===== src/rtl/settings_fetch_scheduler.sv =====
// settings_fetch_scheduler
//   Reloads settings groups from the controller BRAM over the cnt_bus read
//   port. Each group raises a reload request with a rising edge on its flag
//   bit. Pending groups are served round-robin. The served group gets one
//   pipelined burst of reads, one read per cycle. Every returned word is
//   streamed out with its index. A one-cycle done pulse marks the end of the
//   group's burst.
//
// Ports
//   clk         system clock
//   rst         asynchronous, active-high reset
//   flag        per-group reload request levels (rising edge = request)
//   base_addr   per-group start address, packed, static while busy
//   len         per-group word count, packed, static while busy
//   bus_en      cnt_bus read enable
//   bus_addr    cnt_bus read address (0 when not reading)
//   bus_rdata   cnt_bus read data, valid RD_LATENCY cycles after bus_en
//   word_valid  word_data / word_idx / grant valid this cycle
//   word_idx    index of the returned word within its burst
//   word_data   returned word (0 when word_valid is low)
//   grant       group currently served
//   done        one-hot, one-cycle pulse when a group's burst is delivered
//   busy        high in every state except IDLE
//
// State table
//   state  | meaning
//   IDLE   | waiting; grants the next pending group round-robin
//   ISSUE  | one read per cycle at base + k, k = 0..len-1
//   DRAIN  | RD_LATENCY cycles for the last read's data to return
//   DONE   | pulse done[grant], advance the round-robin pointer

module settings_fetch_scheduler #(
  parameter int NUM_REQ    = 6,
  parameter int ADDR_WIDTH = 8,
  parameter int DATA_WIDTH = 16,
  parameter int LEN_WIDTH  = 6,
  parameter int RD_LATENCY = 2
) (
  input  logic                            clk,
  input  logic                            rst,
  input  logic [NUM_REQ-1:0]              flag,
  input  logic [NUM_REQ*ADDR_WIDTH-1:0]   base_addr,
  input  logic [NUM_REQ*LEN_WIDTH-1:0]    len,
  output logic                            bus_en,
  output logic [ADDR_WIDTH-1:0]           bus_addr,
  input  logic [DATA_WIDTH-1:0]           bus_rdata,
  output logic                            word_valid,
  output logic [LEN_WIDTH-1:0]            word_idx,
  output logic [DATA_WIDTH-1:0]           word_data,
  output logic [$clog2(NUM_REQ)-1:0]      grant,
  output logic [NUM_REQ-1:0]              done,
  output logic                            busy
);

  localparam int GRANT_WIDTH = $clog2(NUM_REQ);
  localparam int DRAIN_WIDTH = (RD_LATENCY > 1) ? $clog2(RD_LATENCY) : 1;

  typedef enum logic [1:0] {
    S_IDLE  = 2'd0,
    S_ISSUE = 2'd1,
    S_DRAIN = 2'd2,
    S_DONE  = 2'd3
  } state_t;

  state_t                  state_q, state_d;
  logic [GRANT_WIDTH-1:0]  grant_q;
  logic [GRANT_WIDTH-1:0]  rr_ptr_q;
  logic [LEN_WIDTH-1:0]    k_q;
  logic [DRAIN_WIDTH-1:0]  drain_q;
  logic [NUM_REQ-1:0]      pending_q;
  logic [NUM_REQ-1:0]      flag_d_q;

  logic [NUM_REQ-1:0]      rise;
  logic                    req_any;
  logic [GRANT_WIDTH-1:0]  sel;
  logic [NUM_REQ-1:0]      sel_oh;
  logic [NUM_REQ-1:0]      grant_oh;
  logic [NUM_REQ-1:0]      grant_clr;
  logic [LEN_WIDTH-1:0]    len_new;
  logic [LEN_WIDTH-1:0]    len_cur;
  logic [ADDR_WIDTH-1:0]   base_cur;
  logic                    last_issue;

  logic [RD_LATENCY-1:0]   rv_q;
  logic [LEN_WIDTH-1:0]    ri_q [RD_LATENCY];

  assign rise     = flag & ~flag_d_q;
  assign req_any  = |pending_q;
  assign sel_oh   = NUM_REQ'(1) << sel;
  assign grant_oh = NUM_REQ'(1) << grant_q;
  assign len_new  = len[int'(sel) * LEN_WIDTH +: LEN_WIDTH];
  assign len_cur  = len[int'(grant_q) * LEN_WIDTH +: LEN_WIDTH];
  assign base_cur = base_addr[int'(grant_q) * ADDR_WIDTH +: ADDR_WIDTH];
  assign last_issue = (k_q == len_cur - LEN_WIDTH'(1));
  assign grant_clr  = (state_q == S_IDLE && req_any) ? sel_oh : '0;

  // Round-robin pick: first pending group at or above rr_ptr, with wrap.
  // The loop runs downward, so the nearest candidate is written last and wins.
  always_comb begin
    int idx;
    sel = '0;
    idx = 0;
    for (int i = NUM_REQ - 1; i >= 0; i--) begin
      idx = (int'(rr_ptr_q) + i) % NUM_REQ;
      if (pending_q[idx]) sel = GRANT_WIDTH'(idx);
    end
  end

  always_ff @(posedge clk or posedge rst) begin
    if (rst) state_q <= S_IDLE;
    else     state_q <= state_d;
  end

  always_comb begin
    state_d = state_q;
    case (state_q)
      S_IDLE:  if (req_any) state_d = (len_new == '0) ? S_DONE : S_ISSUE;
      S_ISSUE: if (last_issue) state_d = S_DRAIN;
      S_DRAIN: if (drain_q == '0) state_d = S_DONE;
      S_DONE:  state_d = S_IDLE;
      default: state_d = S_IDLE;
    endcase
  end

  always_comb begin
    bus_en   = 1'b0;
    bus_addr = '0;
    done     = '0;
    busy     = (state_q != S_IDLE);
    case (state_q)
      S_ISSUE: begin
        bus_en   = 1'b1;
        // Address wraps silently at the top of the address space.
        bus_addr = base_cur + ADDR_WIDTH'(k_q);
      end
      S_DONE:  done = grant_oh;
      default: ;
    endcase
  end

  always_ff @(posedge clk or posedge rst) begin
    if (rst) begin
      grant_q   <= '0;
      rr_ptr_q  <= '0;
      k_q       <= '0;
      drain_q   <= '0;
      pending_q <= '0;
      flag_d_q  <= '0;
    end else begin
      flag_d_q  <= flag;
      // A new edge in the grant cycle overrides the clear.
      pending_q <= (pending_q & ~grant_clr) | rise;
      case (state_q)
        S_IDLE: begin
          if (req_any) begin
            grant_q <= sel;
            k_q     <= '0;
          end
        end
        S_ISSUE: begin
          k_q     <= k_q + LEN_WIDTH'(1);
          drain_q <= DRAIN_WIDTH'(RD_LATENCY - 1);
        end
        S_DRAIN: begin
          if (drain_q != '0) drain_q <= drain_q - DRAIN_WIDTH'(1);
        end
        S_DONE: begin
          rr_ptr_q <= (grant_q == GRANT_WIDTH'(NUM_REQ - 1)) ? '0
                                                             : grant_q + GRANT_WIDTH'(1);
        end
        default: ;
      endcase
    end
  end

  // Return path: {valid, index} travel with each read so they line up
  // with bus_rdata RD_LATENCY cycles later.
  always_ff @(posedge clk or posedge rst) begin
    if (rst) begin
      rv_q <= '0;
      for (int i = 0; i < RD_LATENCY; i++) ri_q[i] <= '0;
    end else begin
      rv_q[0] <= bus_en;
      ri_q[0] <= k_q;
      for (int i = 1; i < RD_LATENCY; i++) begin
        rv_q[i] <= rv_q[i-1];
        ri_q[i] <= ri_q[i-1];
      end
    end
  end

  assign word_valid = rv_q[RD_LATENCY-1];
  assign word_idx   = word_valid ? ri_q[RD_LATENCY-1] : '0;
  assign word_data  = word_valid ? bus_rdata : '0;
  assign grant      = grant_q;

endmodule


===== config.mk =====
export PLATFORM = sky130hd
export DESIGN_NAME = settings_fetch_scheduler
export DESIGN_NICKNAME = d
export VERILOG_FILES = /design/src/rtl/settings_fetch_scheduler.sv
export SDC_FILE = /design/constraint.sdc
export NUM_CORES = 1
export LEC_CHECK = 0
export BUFFER_PORTS_ARGS = -buffer_cell sky130_fd_sc_hd__buf_4
export CAP_MARGIN = 0
export CELL_PAD_IN_SITES_DETAIL_PLACEMENT = 0
export CELL_PAD_IN_SITES_GLOBAL_PLACEMENT = 2
export CORE_UTILIZATION = 31
export CTS_CLUSTER_DIAMETER = 200
export DETAILED_ROUTE_END_ITERATION = 8
export MAX_ROUTING_LAYER = met4
export PLACE_DENSITY = 0.95
export SLEW_MARGIN = 0
export SYNTH_ARGS = -nofsm -noshare
export SYNTH_HDL_FRONTEND = slang
export SYNTH_SLANG_ARGS = --single-unit
export TNS_END_PERCENT = 30

===== constraint.sdc =====
create_clock -name clk -period 6.2 [get_ports clk]
set_input_delay 0.31 -clock clk [delete_from_list [all_inputs] [get_ports clk]]
set_output_delay 0.31 -clock clk [all_outputs]
set_load 0.005 [all_outputs]

==> results.toml, run 1 <==
[cells_and_area]
fin_cells = 792
num_antenna_cells = 0
fillers = 1347
final_nets = 752
final_layout_size_suffix_gt1_frac = 0.3247
final_area_um2 = 5632
multi_input_area_um2 = 2980
seqCellArea_um2 = 1027
area_growth_pct = 33.68
post-route-util = 0.4253

[timing]
rsz0062_at_grt = "no"
finClkSkew_ns = 0.006526
hold_violations = 0
setup_violations = 0
period_share = 0.7289
slew_violations = 0
tns_ns = 0
fin_crit_ns = 4.519
worst_pin_slew_ns = 0.9726
max_freq_mhz = 221.3
relSlewSlack = 0.3516

[critical_path]
critPathMaxStageDelay_ns = 0.98
crit_chain = "ha_1 > xor2_2 > inv_1 > ha_1 > nand2b_1 > or4_1 > nand3_1 > o31ai_1 > a2111oi_0 > o211ai_1 > o211a_1 > nor4_1 > o311ai_1 > o21ai_1"
r2r-end = "state_q[1]"
startpoint = "rr_ptr_q[0]"
critPathArrivalTime_ns = 4.74
critPathLaunchType = "flip-flop"
critical_path_class = "reg -> reg"
r2r.worst_path.cells = 14
crit_required_ns = 6.42
reg2reg_slack_ns = 1.68
worst-path-max-fanout = 25
critPathSlowestCell = "dfrtp_1"
crit-reg2reg-launch = "rr_ptr_q[0]"
critPathMostFrequentCell = "ha_1"
cp-end-kind = "flip-flop"

[clock_network]
insertion_delay_ns = 0.29
cts_tree = "yes"
cts_resized = 0
cts_max_level = 2
cts-root-buf = "clkbuf_16"
clk_path_buf_depth = 2
cts_buffers = 5
cts_sinks = 41
cts.clk_slew.worst_paths_ns = 0.06
hold_buffers = 0
postCtsSetupBuffers = 0

[die]
die-area_um2 = 14060
die_x_um = 118.6
fp.dieH_um = 118.6
core_area_um2 = 13240
start_util = 0.3181
num_rows = 42
io_pins = 150

[pwr]
p_comb_frac = 0.705
power.total_w = 0.002892
intPower_w = 0.001488
peakVddDrop_mv = 0.1607
p_leak_nw = 2.578
p_per_area_nw_per_um2 = 513.4
pwr-share-clk = 0.104
switchingPower_w = 0.001403
swShare = 0.4853
seq_power_share = 0.191

[routing]
ant_nets = 0
vias = 4191
via_per_inst = 5.292
remaining_drc_errors = 0
drt_wl_total_mm = 12.91
drt_iter0_drc = 267
first_pass_iters = 5
wire_per_inst_um = 16.30

[placed_design]
io_buffer_count = 149
post-dp-hpwl_mm = 10.13
placed_area_um2 = 5463
dp_cells = 784
place.gp.congestion = 0.8908

[logic_synthesis]
synthArstFlopShare = 1.000
synth-edff-count = 0
synth_compound_area_frac = 0.2043
synthFlopType = "dfrtp_1"
synth_top_cell_by_area = "dfrtp_1"
syn_avg_cell_area_um2 = 8.813
syn_nets = 615
netlist_area_um2 = 4213
synth_commonest_cells = "dfrtp_1, nand2_1, o21ai_0, nor2_1, and2_1"
synth-seq-cells = 41
synthMuxAreaShare = 0.1634
synth_top_family_by_area = "simple AND/OR/NAND/NOR gates"
yosysMostFrequentCell = "dfrtp_1"
synth-adder-area-share = 0.08791
synth_top_area_frac = 0.2435
synthSimpleGateAreaFrac = 0.2147
synth_warnings = 0
ys_seq_area_frac = 0.2435
synthCells = 478
synth.distinct_cells = 74
ys_top_cells_by_area = "dfrtp_1, ha_1, mux4_2"
synth-xor-area-share = 0.03713

[global_route]
grt_usage = 0.1889
grt.overflow.total = 0
antenna_found_initial = 0
grt_max_degree = 42
grt_pass1_wl_mm = 20.85
grt_pass1_vias = 4052

[hold_path]
worstHoldStart = "flag[3]"
worstHoldPathCells = 1
min_path_type = "in -> reg"
hold-path-endpoint = "flag_d_q[3]"

[outcome]
run_status = "finished, final reports clean"

[job]
cap_violations = 0
area by class of cell:
type | count | area share
tap | 176 | 0.03910
sequential | 41 | 0.1824
clock buffer | 5 | 0.02222
multi-input combinational | 390 | 0.5292
inverter | 25 | 0.01666
timing repair buffer | 152 | 0.2026
clock inverter | 3 | 0.007776
logic make-up (layout without fill, tap and decap cells):
kind of cell,after synthesis,after routing
and+or+nand+nor,169,169
AOI/OAI and AO/OA,125,125
muxes,50,50
buffers and inverters,47,185
DFF,41,41
adders and majority gates,29,29
xor gates and xnor gates,17,17
state kept, by name, summed over array words and instances, names as in the netlist:
| name | count |
|---|---|
| pending_q | 6 |
| state_q | 2 |
| rv_q | 2 |
| k_q | 6 |
| flag_d_q | 6 |
| grant | 3 |
| drain_q | 1 |
| ri_q | 12 |
| rr_ptr_q | 3 |
worst max-delay path: cells and delay by family, from the launching register on:
family | cells | cell delay, ns
AOI/OAI and AO/OA | 6 | 1.19
and+or+nand+nor | 4 | 1.05
DFF | 1 | 0.98
adders and majority gates | 2 | 0.84
xor gates and xnor gates | 1 | 0.24
buffers and inverters | 1 | 0.13
power groups by stage:
stage	Combinational, W	Sequential, W	Clock, W
finish	0.00204	0.000553	0.000300
global route	0.00226	0.000578	0.000314
CTS	0.00204	0.000554	0.000304
detailed placement	0.00202	0.000558	0
global placement	0.00199	0.000553	0
floorplan	0.00158	0.000437	0
worst max path at each step:
stage                             to  slack, ns  depth (start not counted)
after floorplan           state_q[1]       2.55                         17
after global placement    state_q[1]       1.80                         14
after detailed placement  state_q[1]       1.75                         14
after CTS                 state_q[1]       1.73                         14
after global routing      state_q[1]       1.24                         14
final                     state_q[1]       1.68                         14
stage by stage:
| stage | worst slack (ns) | hold slack [ns] |
|---|---|---|
| after CTS | 1.726 | 0.1363 |
| after global placement | 1.797 | 0.3334 |
| after floorplan | 2.553 | 0.3312 |
| final | 1.681 | 0.1394 |
| after global routing | 1.238 | 0.1393 |
| after detailed placement | 1.748 | 0.3347 |
cell usage in the layout, fill, tap and decap left out, types with 6 or more instances in the layout:
master,count
a21oi_1,23
a31oi_1,6
and2_1,29
buf_4,152
dfrtp_1,40
ha_1,28
inv_1,20
mux2_2,10
mux2i_1,26
mux4_2,14
nand2_1,37
nand2b_1,7
nand3_1,9
nor2_1,31
nor2b_1,11
nor3_1,10
nor4_1,9
o211ai_1,8
o21ai_0,34
xnor2_1,12
layer usage:
metal / wire (um) / vias up / share of wire / GRT usage
met4: 337 / 0 / 0.026 / 0.06408
met5: 0 / - / 0 / -
li1: - / 2041 / - / -
met2: 5861 / 144 / 0.45 / 0.2979
met3: 826 / 23 / 0.064 / 0.02365
met1: 5886 / 1983 / 0.46 / 0.2498
(Power assumes the default switching activity.)
==> run 2, diff against run 1 <==
- CORE_UTILIZATION: 31 -> 26
- PLACE_DENSITY: 0.95 -> 0.87
- clock period: 6.2 -> 3.8 ns (I/O delays scaled with it)
==> run 2 against run 1 <==
Power rose by 74%. Register-to-register slack got worse by 1.5 ns. Critical endpoint unchanged. Via count rose by 5.6%. Worst setup slack got worse by 1.5 ns. Cell count rose by 8.1%. Critical path type unchanged. Clock power rose by 38%.
==> results.toml, run 2 (synthesis results as in run 1) <==
[die]
die_x_um = 129.3
die-area_um2 = 16720
fp.dieH_um = 129.3
start_util = 0.2662
core_area_um2 = 15830
num_rows = 46
io_pins = 150

[timing]
rsz0062_at_grt = "no"
relSlewSlack = 0.4023
fin_crit_ns = 3.579
tns_ns = 0
period_share = 0.9419
worst_pin_slew_ns = 0.8956
slew_violations = 0
finClkSkew_ns = 0.01074
max_freq_mhz = 279.4
hold_violations = 0
setup_violations = 0

[hold_path]
min_path_type = "in -> reg"
worstHoldPathCells = 1

[cells_and_area]
final_nets = 776
area_growth_pct = 39.35
final_common_cell = "buf_4"
regMostFlops = "ri_q"
largest_reg_flops = 12
final_area_um2 = 5871
final_layout_size_suffix_gt1_frac = 0.3672
most-common-layout-cells = "buf_4, nand2_1, dfrtp_1, o21ai_0, nor2_1"
num_antenna_cells = 0

[outcome]
run_status = "finished, final reports clean"

[critical_path]
critical_path_class = "reg -> reg"
critPathArrivalTime_ns = 3.75
cp-end-kind = "flip-flop"
worst-path-max-fanout = 7
reg2reg_slack_ns = 0.22
critPathLaunchType = "flip-flop"
r2r-end = "state_q[1]"
startpoint = "rr_ptr_q[1]"
crit_required_ns = 3.97
r2r.worst_path.cells = 16
crit-reg2reg-launch = "rr_ptr_q[1]"
crit_end = "state_q[1]"

[global_route]
grt_max_degree = 24
grt_pass1_wl_mm = 22.54
grt_pass1_vias = 4219
grt.overflow.total = 0
grt_usage = 0.1805
antenna_found_initial = 0

[routing]
wire_per_inst_um = 17.21
via_per_inst = 5.171
drt_wl_total_mm = 14.73
drt_iter0_drc = 261
remaining_drc_errors = 0
vias = 4426
ant_nets = 0
first_pass_iters = 5

[clock_network]
cts_sinks = 41
cts_max_level = 2
cts-root-buf = "clkbuf_16"
cts_buffers = 5
insertion_delay_ns = 0.29
clk_path_buf_depth = 2
cts.clk_slew.worst_paths_ns = 0.07
cts_tree = "yes"

[pwr]
peakVddDrop_mv = 0.2712
p_leak_nw = 2.682
p_per_area_nw_per_um2 = 858.2

[job]
cap_violations = 0

[placed_design]
post-dp-hpwl_mm = 12.07
placed_area_um2 = 5678
io_buffer_count = 149
place.gp.congestion = 0.8484
[run 2: cell count changes in the layout (fill, tap and decap cells not counted), moves of 3 or more]
cell     previous run  this run
dfrtp_2             1         4
buf_4             152       176
dfrtp_1            40        37
a21oi_2             1         4
a21oi_1            23        20
[run 2: stage by stage]
step                hold slack [ns]  worst slack [ns]  instances  utilization  total power [W]
detailed placement           0.3164            0.1236        846       0.3587         0.004473
CTS                         0.02517           0.07940        854       0.3677         0.004910
global route                0.02257          0.007852        856       0.3709         0.005470
finish                      0.02608            0.2208        856       0.3709         0.005038
global placement             0.3142            0.1521        846       0.3587         0.004426
floorplan                    0.2214            0.1532        478            -         0.003287
[run 2: final cells by class]
class	instances	area [um^2]
clock buffer	5	125.1
fill	1618	9957
sequential	41	1031
clock inverter	3	17.52
tap	216	270.3
timing repair buffer	176	1321
inverter	25	97.59
multi-input combinational	390	3008
[run 2: how the worst min path moves through the flow]
stage,start,slack (ns),endpoint
after floorplan,flag[0],0.22,flag_d_q[0]
after detailed placement,flag[4],0.32,flag_d_q[4]
after global routing,flag[0],0.02,flag_d_q[0]
after global placement,flag[2],0.31,flag_d_q[2]
after CTS,flag[4],0.03,flag_d_q[4]
final,flag[4],0.03,flag_d_q[4]
[run 2: where the power goes]
part	switching [W]	internal, W
clock network	0.000173	0.000241
registers	0.000243	0.000590
logic	0.00202	0.00177
total	0.00244	0.00260
[run 2: what timing repair did]
action	in CTS	in global routing
hold buffers	0	0
gates resized for setup	0	14
setup buffers	0	2
endpoints found under the setup margin	0	10
[run 2: critical path: stages, from the launching register on]
cell       delay, ns
dfrtp_2         0.46
ha_1            0.24
xor2_2          0.17
inv_1           0.07
ha_1            0.29
nand2b_1        0.18
or4_1           0.47
nand3_1         0.11
o311a_1         0.19
a2111oi_2       0.06
buf_4           0.15
o211ai_1        0.24
o211a_1         0.32
buf_4           0.15
o211ai_1        0.07
a21boi_0        0.19
o21ai_1         0.10
[run 2: routing by layer]
metal | track usage | wire [um]
met3 | 0.01982 | 1156
met2 | 0.2827 | 6631
met1 | 0.2531 | 6856
met4 | 0.02976 | 88
met5 | - | 0
==> run 3, diff against run 2 <==
- ABC_AREA: unset -> 1
- CELL_PAD_IN_SITES_DETAIL_PLACEMENT: 0 -> unset
- CELL_PAD_IN_SITES_GLOBAL_PLACEMENT: 2 -> unset
- CORE_UTILIZATION: 26 -> 46
- PLACE_DENSITY: 0.87 -> 0.88
==> run 3 against run 2 <==
Register-to-register slack better by 0.13 ns. Cell area shrank 7.8%. Global-route usage grew 11 points. First-iteration DRC count is 13% higher. Combinational power about the same. Die area decreased by 46%. Clock power fell by 14%. Hold slack got worse by 0.018 ns. Synthesized area fell by 4.9%. Critical path depth grew 6. Maximum frequency grew 0.70%. Critical path type is now reg -> out. Largest cell class unchanged. Highest routed layer unchanged.
==> results.toml, run 3 <==
[routing]
drt_wl_total_mm = 12.66
first_pass_iters = 5
drt_iter0_drc = 295
ant_nets = 0
remaining_drc_errors = 0
vias = 4781
wire_per_inst_um = 14.27
via_per_inst = 5.390

[die]
start_util = 0.4803
fp.dieH_um = 95.33
die_x_um = 95.33
die-area_um2 = 9087
core_area_um2 = 8341
num_rows = 33
io_pins = 150

[logic_synthesis]
synthCells = 628
synth_top_area_frac = 0.2561
ys_seq_area_frac = 0.2561
syn_avg_cell_area_um2 = 6.380
synthArstFlopShare = 1.000
netlist_area_um2 = 4006
synth_warnings = 0
synth-edff-count = 0
yosysMostFrequentCell = "nand2_1"
ys_top_cells_by_area = "dfrtp_1, nand2_1, inv_1"
syn_nets = 765
synth.distinct_cells = 40
synthFlopType = "dfrtp_1"
synth-seq-cells = 41
synth_commonest_cells = "nand2_1, inv_1, o21ai_0, nor2_1, nand3_1"
synth_top_cell_by_area = "dfrtp_1"

[critical_path]
crit-reg2reg-launch = "rr_ptr_q[0]"
critPathMostFrequentCell = "nor2_1"
crit_chain = "buf_4 > nand2_1 > inv_2 > a22oi_1 > nand2_1 > nand2_1 > o21ai_0 > ha_1 > a21oi_1 > inv_1 > a31oi_1 > inv_1 > nand2_1 > inv_1 > nor2_1 > nor2_1 > nor2_1 > nor2_1 > o21ai_1 > xor2_1 > nor2_1 > buf_4"
crit_end = "bus_addr[7]"
r2r-end = "pending_q[0]"
critical_path_class = "reg -> out"
crit_required_ns = 3.61
critPathArrivalTime_ns = 3.36
startpoint = "grant[0]"
cp-end-kind = "primary output"
reg2reg_slack_ns = 0.35
critPathMaxStageDelay_ns = 0.42
critPathLaunchType = "flip-flop"
worst-path-max-fanout = 14
r2r.worst_path.cells = 22
critPathSlowestCell = "dfrtp_1"

[timing]
fin_crit_ns = 3.554
setup_violations = 0
hold_violations = 0
relSlewSlack = 0.5336
max_freq_mhz = 281.3
slew_violations = 0
finClkSkew_ns = 0.01054
worst_pin_slew_ns = 0.6997
tns_ns = 0
period_share = 0.9354
rsz0062_at_grt = "no"

[clock_network]
insertion_delay_ns = 0.30
clk_path_buf_depth = 2
postCtsSetupBuffers = 0
cts_max_level = 2
cts_sinks = 41
cts_tree = "yes"
cts_buffers = 5
cts.clk_slew.worst_paths_ns = 0.09
cts-root-buf = "clkbuf_8"

[cells_and_area]
area_growth_pct = 35.17
most-common-layout-cells = "nand2_1, buf_4, inv_1, nor2_1, o21ai_0"
largest_reg_flops = 12
final_layout_size_suffix_gt1_frac = 0.2558
final_common_cell = "nand2_1"
final_nets = 918
num_antenna_cells = 0
regMostFlops = "ri_q"
final_area_um2 = 5415

[placed_design]
post-dp-hpwl_mm = 10.31
placed_area_um2 = 5254
place.gp.congestion = 0.9210
io_buffer_count = 149

[pwr]
peakVddDrop_mv = 0.3984
p_leak_nw = 3.070
p_per_area_nw_per_um2 = 911.7

[global_route]
grt_pass1_vias = 4516
grt_max_degree = 42
grt_usage = 0.2875
grt_pass1_wl_mm = 19.75
grt.overflow.total = 0
antenna_found_initial = 0

[job]
cap_violations = 0

[hold_path]
min_path_type = "in -> async"

[outcome]
run_status = "finished, final reports clean"
-- run 3: cell count changes after synthesis, sizes merged, moves of 26 or more --
cell / previous run / this run
o21ai: 36 / 63
mux2i: 26 / 0
nand3: 10 / 43
inv: 23 / 112
nand2: 38 / 178
and2: 29 / 0
-- run 3: worst min-delay path by stage --
| stage | cells past startpoint | slack (ns) | start | to |
|---|---|---|---|---|
| after global placement | 1 | 0.31 | flag[4] | flag_d_q[4] |
| after CTS | 1 | 0.004 | flag[4] | flag_d_q[4] |
| after detailed placement | 1 | 0.31 | flag[4] | flag_d_q[4] |
| after global routing | 1 | 0.0008 | flag[1] | flag_d_q[1] |
| after floorplan | 0 | 0.22 | flag[0] | flag_d_q[0] |
| final | 3 | 0.009 | rst | ri_q[2] |
-- run 3: worst max-delay path: cells and delay by family, from the launching register on --
| kind | cells | cell delay [ns] |
|---|---|---|
| and+or+nand+nor | 9 | 0.76 |
| DFF | 1 | 0.42 |
| AOI/OAI and AO/OA | 5 | 0.76 |
| buffers and inverters | 6 | 0.64 |
| adders and majority gates | 1 | 0.35 |
| xor gates and xnor gates | 1 | 0.16 |
-- run 3: area by class of cell --
type / instances / area [um^2]
multi-input combinational: 458 / 2496
fill: 726 / 2925
tap: 105 / 131.4
timing repair buffer: 160 / 1209
inverter: 115 / 436.7
clock buffer: 5 / 68.82
clock inverter: 3 / 46.29
sequential: 41 / 1027
-- run 3: kinds of logic after synthesis --
logic type	share of synthesized area
and+or+nand+nor	0.3276
buffers and inverters	0.1234
AOI/OAI and AO/OA	0.1808
DFF	0.2561
adders and majority gates	0.09244
xor gates and xnor gates	0.01968
-- run 3: per-stage QoR --
step / setup slack [ns] / hold WS (ns) / cells / total power, W / util
global route: 0.02004 / 0.0008137 / 887 / 0.005437 / 0.6493
finish: 0.2457 / 0.008543 / 887 / 0.004937 / 0.6493
global placement: 0.4721 / 0.3100 / 876 / 0.004348 / 0.6299
CTS: 0.1910 / 0.003551 / 885 / 0.004868 / 0.6449
detailed placement: 0.2613 / 0.3100 / 876 / 0.004487 / 0.6299
floorplan: 0.7029 / 0.2214 / 628 / 0.003469 / -
-- run 3: power breakdown --
group	switching, W	internal [W]
Clock	0.000161	0.000197
Sequential	0.000189	0.000567
Combinational	0.00242	0.00141
Total	0.00276	0.00217
-- run 3: what timing repair did --
| action | in CTS | in global routing |
|---|---|---|
| endpoints found under the hold margin | 1 | 2 |
| hold buffers | 1 | 2 |
| gates resized for setup | 0 | 6 |
| endpoints found under the setup margin | 0 | 7 |
-- run 3: routing by layer --
layer  GRT usage  share of wire  up-vias
met3     0.04466          0.060       44
met2      0.5256           0.52      216
li1            -              -     2338
met4      0.1263          0.037        0
met1      0.3035           0.38     2183
met5           -              0        -
